File: src/rtl/mdu_hilo_writer_pkg.sv
// Shared encodings and widths for the multiply/divide unit feeding the HI/LO write port.
package mdu_hilo_writer_pkg;

  localparam int MDU_DATA_WIDTH = 32;
  localparam int MDU_CNT_WIDTH  = 6;

  typedef enum logic [1:0] {
    MDU_OP_MULT  = 2'b00,
    MDU_OP_MULTU = 2'b01,
    MDU_OP_DIV   = 2'b10,
    MDU_OP_DIVU  = 2'b11
  } mdu_op_e;

  typedef enum logic [1:0] {
    MDU_STATE_IDLE = 2'b00,
    MDU_STATE_RUN  = 2'b01,
    MDU_STATE_FIN  = 2'b10
  } mdu_state_e;

  function automatic logic mdu_op_signed(input mdu_op_e op);
    return (op == MDU_OP_MULT) || (op == MDU_OP_DIV);
  endfunction

endpackage

File: src/rtl/mdu_hilo_writer_div_step.sv
// One restoring-division iteration on unsigned magnitudes: shift in the next
// dividend bit, subtract the divisor when it fits.
module mdu_div_step
  import mdu_hilo_writer_pkg::*;
#(
  parameter int W = MDU_DATA_WIDTH
) (
  input  logic [W-1:0] rem_i,
  input  logic [W-1:0] div_i,
  input  logic         bit_i,
  output logic [W-1:0] rem_o,
  output logic         q_o
);

  logic [W:0] shifted;

  assign shifted = {rem_i, bit_i};
  assign q_o     = shifted >= {1'b0, div_i};
  // When the divisor fits the true difference is below 2^W, so W-bit wraparound is exact.
  assign rem_o   = q_o ? (shifted[W-1:0] - div_i) : shifted[W-1:0];

endmodule

File: src/rtl/mdu_hilo_writer.sv
// Multi-cycle MULT/MULTU/DIV/DIVU unit producing a one-cycle HI/LO write.
// Define MDU_ITER_MUL_EN to run multiplies through the shared shift-add RUN path.
module mdu_hilo_writer
  import mdu_hilo_writer_pkg::*;
#(
  parameter int DATA_WIDTH = MDU_DATA_WIDTH,
  parameter int CNT_WIDTH  = MDU_CNT_WIDTH
) (
  input  logic                  clk,
  input  logic                  rst,
  input  logic                  start_i,
  input  logic [1:0]            op_i,
  input  logic [DATA_WIDTH-1:0] operand_a_i,
  input  logic [DATA_WIDTH-1:0] operand_b_i,
  input  logic                  flush_i,
  output logic                  busy_o,
  output logic                  write_en_o,
  output logic [DATA_WIDTH-1:0] hi_out_o,
  output logic [DATA_WIDTH-1:0] lo_out_o
);

  localparam int W = DATA_WIDTH;
  localparam logic [CNT_WIDTH-1:0] LAST_ITER = CNT_WIDTH'(W - 1);

  // state | meaning
  // IDLE  | waiting for start; multiply result registered here in the default build
  // RUN   | one divide (or shift-add multiply) iteration per cycle
  // FIN   | result stable, write strobe unless flushed
  mdu_state_e state_q, state_d;
  logic [CNT_WIDTH-1:0] cnt_q, cnt_d;
  logic res_neg_q, res_neg_d, rem_neg_q, rem_neg_d, dbz_q, dbz_d;
  logic [W-1:0] a_raw_q, a_raw_d, b_mag_q, b_mag_d;
  logic [W-1:0] rem_q, rem_d, quo_q, quo_d, hi_q, hi_d, lo_q, lo_d;

  mdu_op_e op;
  logic is_div, a_neg, b_neg;
  logic [W-1:0] a_mag, b_mag, step_rem, quo_nx;
  logic step_q;

  assign op     = mdu_op_e'(op_i);
  assign is_div = (op == MDU_OP_DIV) || (op == MDU_OP_DIVU);
  assign a_neg  = mdu_op_signed(op) && operand_a_i[W-1];
  assign b_neg  = mdu_op_signed(op) && operand_b_i[W-1];
  assign a_mag  = a_neg ? -operand_a_i : operand_a_i;
  assign b_mag  = b_neg ? -operand_b_i : operand_b_i;

  mdu_div_step #(.W(W)) u_div_step (
    .rem_i (rem_q),
    .div_i (b_mag_q),
    .bit_i (quo_q[W-1]),
    .rem_o (step_rem),
    .q_o   (step_q)
  );

  assign quo_nx = {quo_q[W-2:0], step_q};

`ifdef MDU_ITER_MUL_EN
  logic is_mul_q, is_mul_d;
  logic [W:0] mul_sum;
  logic [W-1:0] mul_hi, mul_lo;

  // Accumulator {rem_q, quo_q} holds {partial product, remaining multiplier bits}.
  assign mul_sum = {1'b0, rem_q} + (quo_q[0] ? {1'b0, b_mag_q} : '0);
  assign mul_hi  = mul_sum[W:1];
  assign mul_lo  = {mul_sum[0], quo_q[W-1:1]};
`else
  logic [2*W-1:0] prod;
  assign prod = {{W{1'b0}}, a_mag} * {{W{1'b0}}, b_mag};
`endif

  always_comb begin
    state_d   = state_q;
    cnt_d     = cnt_q;
    res_neg_d = res_neg_q;
    rem_neg_d = rem_neg_q;
    dbz_d     = dbz_q;
    a_raw_d   = a_raw_q;
    b_mag_d   = b_mag_q;
    rem_d     = rem_q;
    quo_d     = quo_q;
    hi_d      = hi_q;
    lo_d      = lo_q;
`ifdef MDU_ITER_MUL_EN
    is_mul_d  = is_mul_q;
`endif
    unique case (state_q)
      MDU_STATE_IDLE: begin
        if (start_i && !flush_i) begin
          res_neg_d = a_neg ^ b_neg;
          rem_neg_d = a_neg;
          dbz_d     = is_div && (operand_b_i == '0);
          a_raw_d   = operand_a_i;
          b_mag_d   = b_mag;
          rem_d     = '0;
          quo_d     = a_mag;
          cnt_d     = '0;
`ifdef MDU_ITER_MUL_EN
          is_mul_d  = !is_div;
          state_d   = MDU_STATE_RUN;
`else
          if (is_div) begin
            state_d = MDU_STATE_RUN;
          end else begin
            {hi_d, lo_d} = (a_neg ^ b_neg) ? -prod : prod;
            state_d      = MDU_STATE_FIN;
          end
`endif
        end
      end
      MDU_STATE_RUN: begin
        cnt_d = cnt_q + 1'b1;
`ifdef MDU_ITER_MUL_EN
        if (is_mul_q) begin
          rem_d = mul_hi;
          quo_d = mul_lo;
          if (cnt_q == LAST_ITER) begin
            {hi_d, lo_d} = res_neg_q ? -{mul_hi, mul_lo} : {mul_hi, mul_lo};
            state_d      = MDU_STATE_FIN;
          end
        end else
`endif
        begin
          rem_d = step_rem;
          quo_d = quo_nx;
          if (cnt_q == LAST_ITER) begin
            state_d = MDU_STATE_FIN;
            if (dbz_q) begin
              hi_d = a_raw_q;
              lo_d = '1;
            end else begin
              hi_d = rem_neg_q ? -step_rem : step_rem;
              lo_d = res_neg_q ? -quo_nx : quo_nx;
            end
          end
        end
      end
      MDU_STATE_FIN: state_d = MDU_STATE_IDLE;
      default:       state_d = MDU_STATE_IDLE;
    endcase
    if (flush_i) state_d = MDU_STATE_IDLE;
  end

  always_ff @(posedge clk) begin
    if (!rst) begin
      state_q   <= MDU_STATE_IDLE;
      cnt_q     <= '0;
      res_neg_q <= 1'b0;
      rem_neg_q <= 1'b0;
      dbz_q     <= 1'b0;
      a_raw_q   <= '0;
      b_mag_q   <= '0;
      rem_q     <= '0;
      quo_q     <= '0;
      hi_q      <= '0;
      lo_q      <= '0;
`ifdef MDU_ITER_MUL_EN
      is_mul_q  <= 1'b0;
`endif
    end else begin
      state_q   <= state_d;
      cnt_q     <= cnt_d;
      res_neg_q <= res_neg_d;
      rem_neg_q <= rem_neg_d;
      dbz_q     <= dbz_d;
      a_raw_q   <= a_raw_d;
      b_mag_q   <= b_mag_d;
      rem_q     <= rem_d;
      quo_q     <= quo_d;
      hi_q      <= hi_d;
      lo_q      <= lo_d;
`ifdef MDU_ITER_MUL_EN
      is_mul_q  <= is_mul_d;
`endif
    end
  end

  assign busy_o     = (state_q != MDU_STATE_IDLE);
  assign write_en_o = (state_q == MDU_STATE_FIN) && !flush_i;
  assign hi_out_o   = hi_q;
  assign lo_out_o   = lo_q;

endmodule

File: config.mk
export PLATFORM = sky130hd
export DESIGN_NAME = mdu_hilo_writer
export DESIGN_NICKNAME = d
export VERILOG_FILES = /design/src/rtl/mdu_hilo_writer_pkg.sv /design/src/rtl/mdu_hilo_writer_div_step.sv /design/src/rtl/mdu_hilo_writer.sv
export SDC_FILE = /design/constraint.sdc
export NUM_CORES = 2
export LEC_CHECK = 0
export BUFFER_PORTS_ARGS = -buffer_cell sky130_fd_sc_hd__clkbuf_2
export CAP_MARGIN = 5
export CORE_MARGIN = 2
export CORE_UTILIZATION = 32
export CTS_CLUSTER_SIZE = 14
export DETAILED_ROUTE_END_ITERATION = 12
export GPL_TIMING_DRIVEN = 0
export SYNTH_ARGS = -nofsm -noshare
export SYNTH_HDL_FRONTEND = slang
export SYNTH_HIERARCHICAL = 1
export SYNTH_SLANG_ARGS = --single-unit
export TNS_END_PERCENT = 50
File: constraint.sdc
create_clock -name clk -period 13.7 [get_ports clk]
set_clock_uncertainty 0.1 [all_clocks]
set_input_delay 1.37 -clock clk [delete_from_list [all_inputs] [get_ports clk]]
set_output_delay 1.37 -clock clk [all_outputs]
set_load 0.02 [all_outputs]
==> results.md <==
- DIE AREA: 154000 um2
- Mean area per synthesized cell: between 8 and 9 um2
- Number of iterations in the first detailed-routing pass: 9
- Total GRT Usage: slightly below 30%
- CTS Root Buffer Type: clkbuf_16
- Share of the cycle needed by the critical path after routing: just under 100%
- Netlist cell types: approximately 100
- Wire length of the first global-routing pass: 322 mm
- Util after Layout: ~36%
- FF/Latch Area: ~4100 um2
- Post-layout minimum cycle time: 13590 ps
- Input/output buffers: ~120
- TritonCTS clock tree: built
- Pin count of the biggest net entering global routing: 20
- Number of nets in the layout: around 7400
- Final setup violation count: 0
- Slowest cell on crit path: fa_1
- Sequential-to-total area share from yosys stat: under 10%
- Vias/cell: 5.51
- Core area: about 150000 um2
- Count of state elements after synthesis: between 200 and 250
- Commonest non-fill, non-tap cells in the layout: 935 x inv_1, 897 x fa_1, 837 x nand2_1, 727 x nor2_1, 300 x ha_1
- Leading cell type in the layout, fill and taps excluded: inv_1
- Insertion delay to the later sink of the worst-skew pair: between 500 and 600 ps
- Gate count of the mapped netlist: approximately 5900
- Area of the mapped netlist: just under 50000 um2
- Class of the worst hold path: register to register
- Max-cap viol count: 2
- Post-synth ARST share: 0%
- Drt wl/cell: between 20 and 30 um
- Number of nets in the synthesized netlist: just over 7000
- Area used by multi-input combinational logic: between 40000 and 50000 um2
- Num CTS Buffers: 22
- Fraction of layout instances using a drive strength above 1: about 7.5%
- Headroom to the max-slew limit: -1.74%
- # clock sinks: slightly above 200
- Number of fillers in the final layout: roughly 16000
- Count of unresolved DRC violations after routing: 0
- Required time reported for the critical path endpoint: 14020 ps
- Arrival time at the worst endpoint: roughly 14000 ps
- Placer Congestion: around 1.1
- Post-place instance area: between 50000 and 60000 um2
- Final hold violations: 0
- Top cells by area in the synthesized netlist: fa_1 37%, dfxtp_1 8.4%, ha_1 7.8%, inv_1 7.3%, nand2_1 6.5%
- Aggregate routed wire length: 227 mm
- DIE HEIGHT: between 300 and 400 um
- Fmax: approximately 74 MHz
- Number of levels the H-tree was split into: 1
- Detailed Route Iter0 Violations: 4931
- Initial antenna violation count: 29
- Startpoint Class: input port
- Post-synth top area share: about 37%
- Post-synthesis to final-layout area growth: 11.2%
- Via count of the first global-routing pass: 44407
- Number of pins exceeding their max-slew limit in the final report: 7
- Crit path top cell by count: fa_1
- Sum of net half-perimeters after detailed placement: between 150 and 200 mm
- Failing checks: max-capacitance violations, max-slew violations
- Cell family contributing the most delay on the critical path: adder cells
- Number of synthesized flops with an enable pin: 0
- Clock slew at the register clock pins of the worst setup and hold paths: around 60 ps
- Run status: complete, but fails checks
- Detail Route Antenna Nets: 0
- Number of standard-cell rows in the floorplan: 142
- Biggest cell delay along the critical path: 690 ps
- Most frequently used flop master after synthesis: dfxtp_1
- Setup repair after global routing missed its margin: true
- Kind of capture point of the worst setup path: register
- Starting utilization of the core area: 32.2%
- Horizontal extent of the die: a little under 400 um
- Vias post-DR: about 45000
- Post-synthesis cell type with the largest combined area: fa_1
- GRT Residual Overflow: 0
- Non-Filler Cell Area, Final: about 54000 um2
- Max clock buf depth: 3
- Setup TNS: 0 ps
- Startpoint-to-endpoint class of the critical path: input port to register
- Buffer and inverter count on the worst path: 6
- Actual transition at the worst max-transition pin: 1520 ps
- IO Pins: ~140
- Warnings from Yosys: 6
- Highest fanout seen on the critical path: 10
cells in the mapped netlist, types with 26 or more instances:
cell type / count
fa_1: 897
o21ai_0: 242
dfxtp_1: 203
nor3_1: 61
nand4_1: 58
a21oi_1: 181
and2_1: 68
a21boi_0: 85
inv_1: 937
nand2_1: 837
a22oi_1: 38
nand3_1: 81
a21o_1: 32
mux2i_1: 26
xnor2_1: 174
o31ai_1: 26
ha_1: 301
nor2_1: 731
o21ai_1: 26
a31oi_1: 54
or3_1: 30
xor2_1: 113
clkbuf_1: 288
tightest hold or removal path, stage by stage, from the launching register on:
cell and delay [ps]:
dfxtp_1 310, nand3_1 60, o21ai_1 50
path summary, 6_finish.rpt:
| kind | startpoint | to | slack (ps) | depth (start not counted) |
|---|---|---|---|---|
| worst min-delay path | hi_out_o[5] | hi_out_o[5] | 360 | 2 |
| worst max-delay path | operand_b_i[0] | hi_out_o[28] | 110 | 35 |
| worst max register to register | b_mag_q[10] | hi_out_o[31] | 6400 | 23 |
| worst min register to register | hi_out_o[5] | hi_out_o[5] | 360 | 2 |
through the flow:
stage	cells	hold WS [ps]	setup WS (ps)
floorplan	5919	338	2300
global placement	8059	350	-2590
detailed placement	8100	356	-2220
CTS	8134	366	1.73
global route	8148	387	-90.0
finish	8161	362	105
per-layer routing:
layer / wire length, um / vias up / track usage [%]
met5: 54 / - / 0
met4: 16900 / 8 / 17.5
met3: 23200 / 560 / 5.92
met2: 98800 / 2525 / 45.2
met1: 88200 / 22758 / 38.1
li1: - / 19081 / -
final cells by class:
type	instances	area share (%)
clock buffers	28	1.12
plain buffers	319	2.48
repair buffers	179	2.41
multi-input cells	4446	74.8
well taps	2016	4.70
flip-flops and latches	203	7.57
diodes	21	0.0979
clock inverters	11	0.250
inverters	938	6.58
sequential cells by signal, indices dropped and copies added, names as in the netlist:
name / flops
lo_out_o: 32
dbz_q: 1
state_q: 2
hi_out_o: 32
res_neg_q: 1
rem_q: 32
cnt_q: 6
a_raw_q: 32
b_mag_q: 32
rem_neg_q: 1
quo_q: 32
what timing repair did:
item,CTS,global route
resized for setup,38,117
hold buffers,0,0
endpoints found under the setup margin,34,32
setup buffers,0,11
pin swaps,0,4
endpoints found under the hold margin,0,0
cells by family (layout without fill, tap and decap cells):
| family | Yosys count | count (layout) | share of synthesized area, % |
|---|---|---|---|
| simple gates | 2017 | 2017 | 18.0 |
| buf+inv | 1270 | 1475 | 10.0 |
| fa+ha+maj | 1198 | 1198 | 45.0 |
| compound gates | 885 | 885 | 11.9 |
| xor+xnor | 288 | 288 | 5.24 |
| flops | 203 | 203 | 8.42 |
| mux | 58 | 58 | 1.36 |
| other cells | 0 | 21 | 0 |
Power is not shown: default switching activity piles up to over one toggle a cycle in this logic, so the estimate is an artifact.
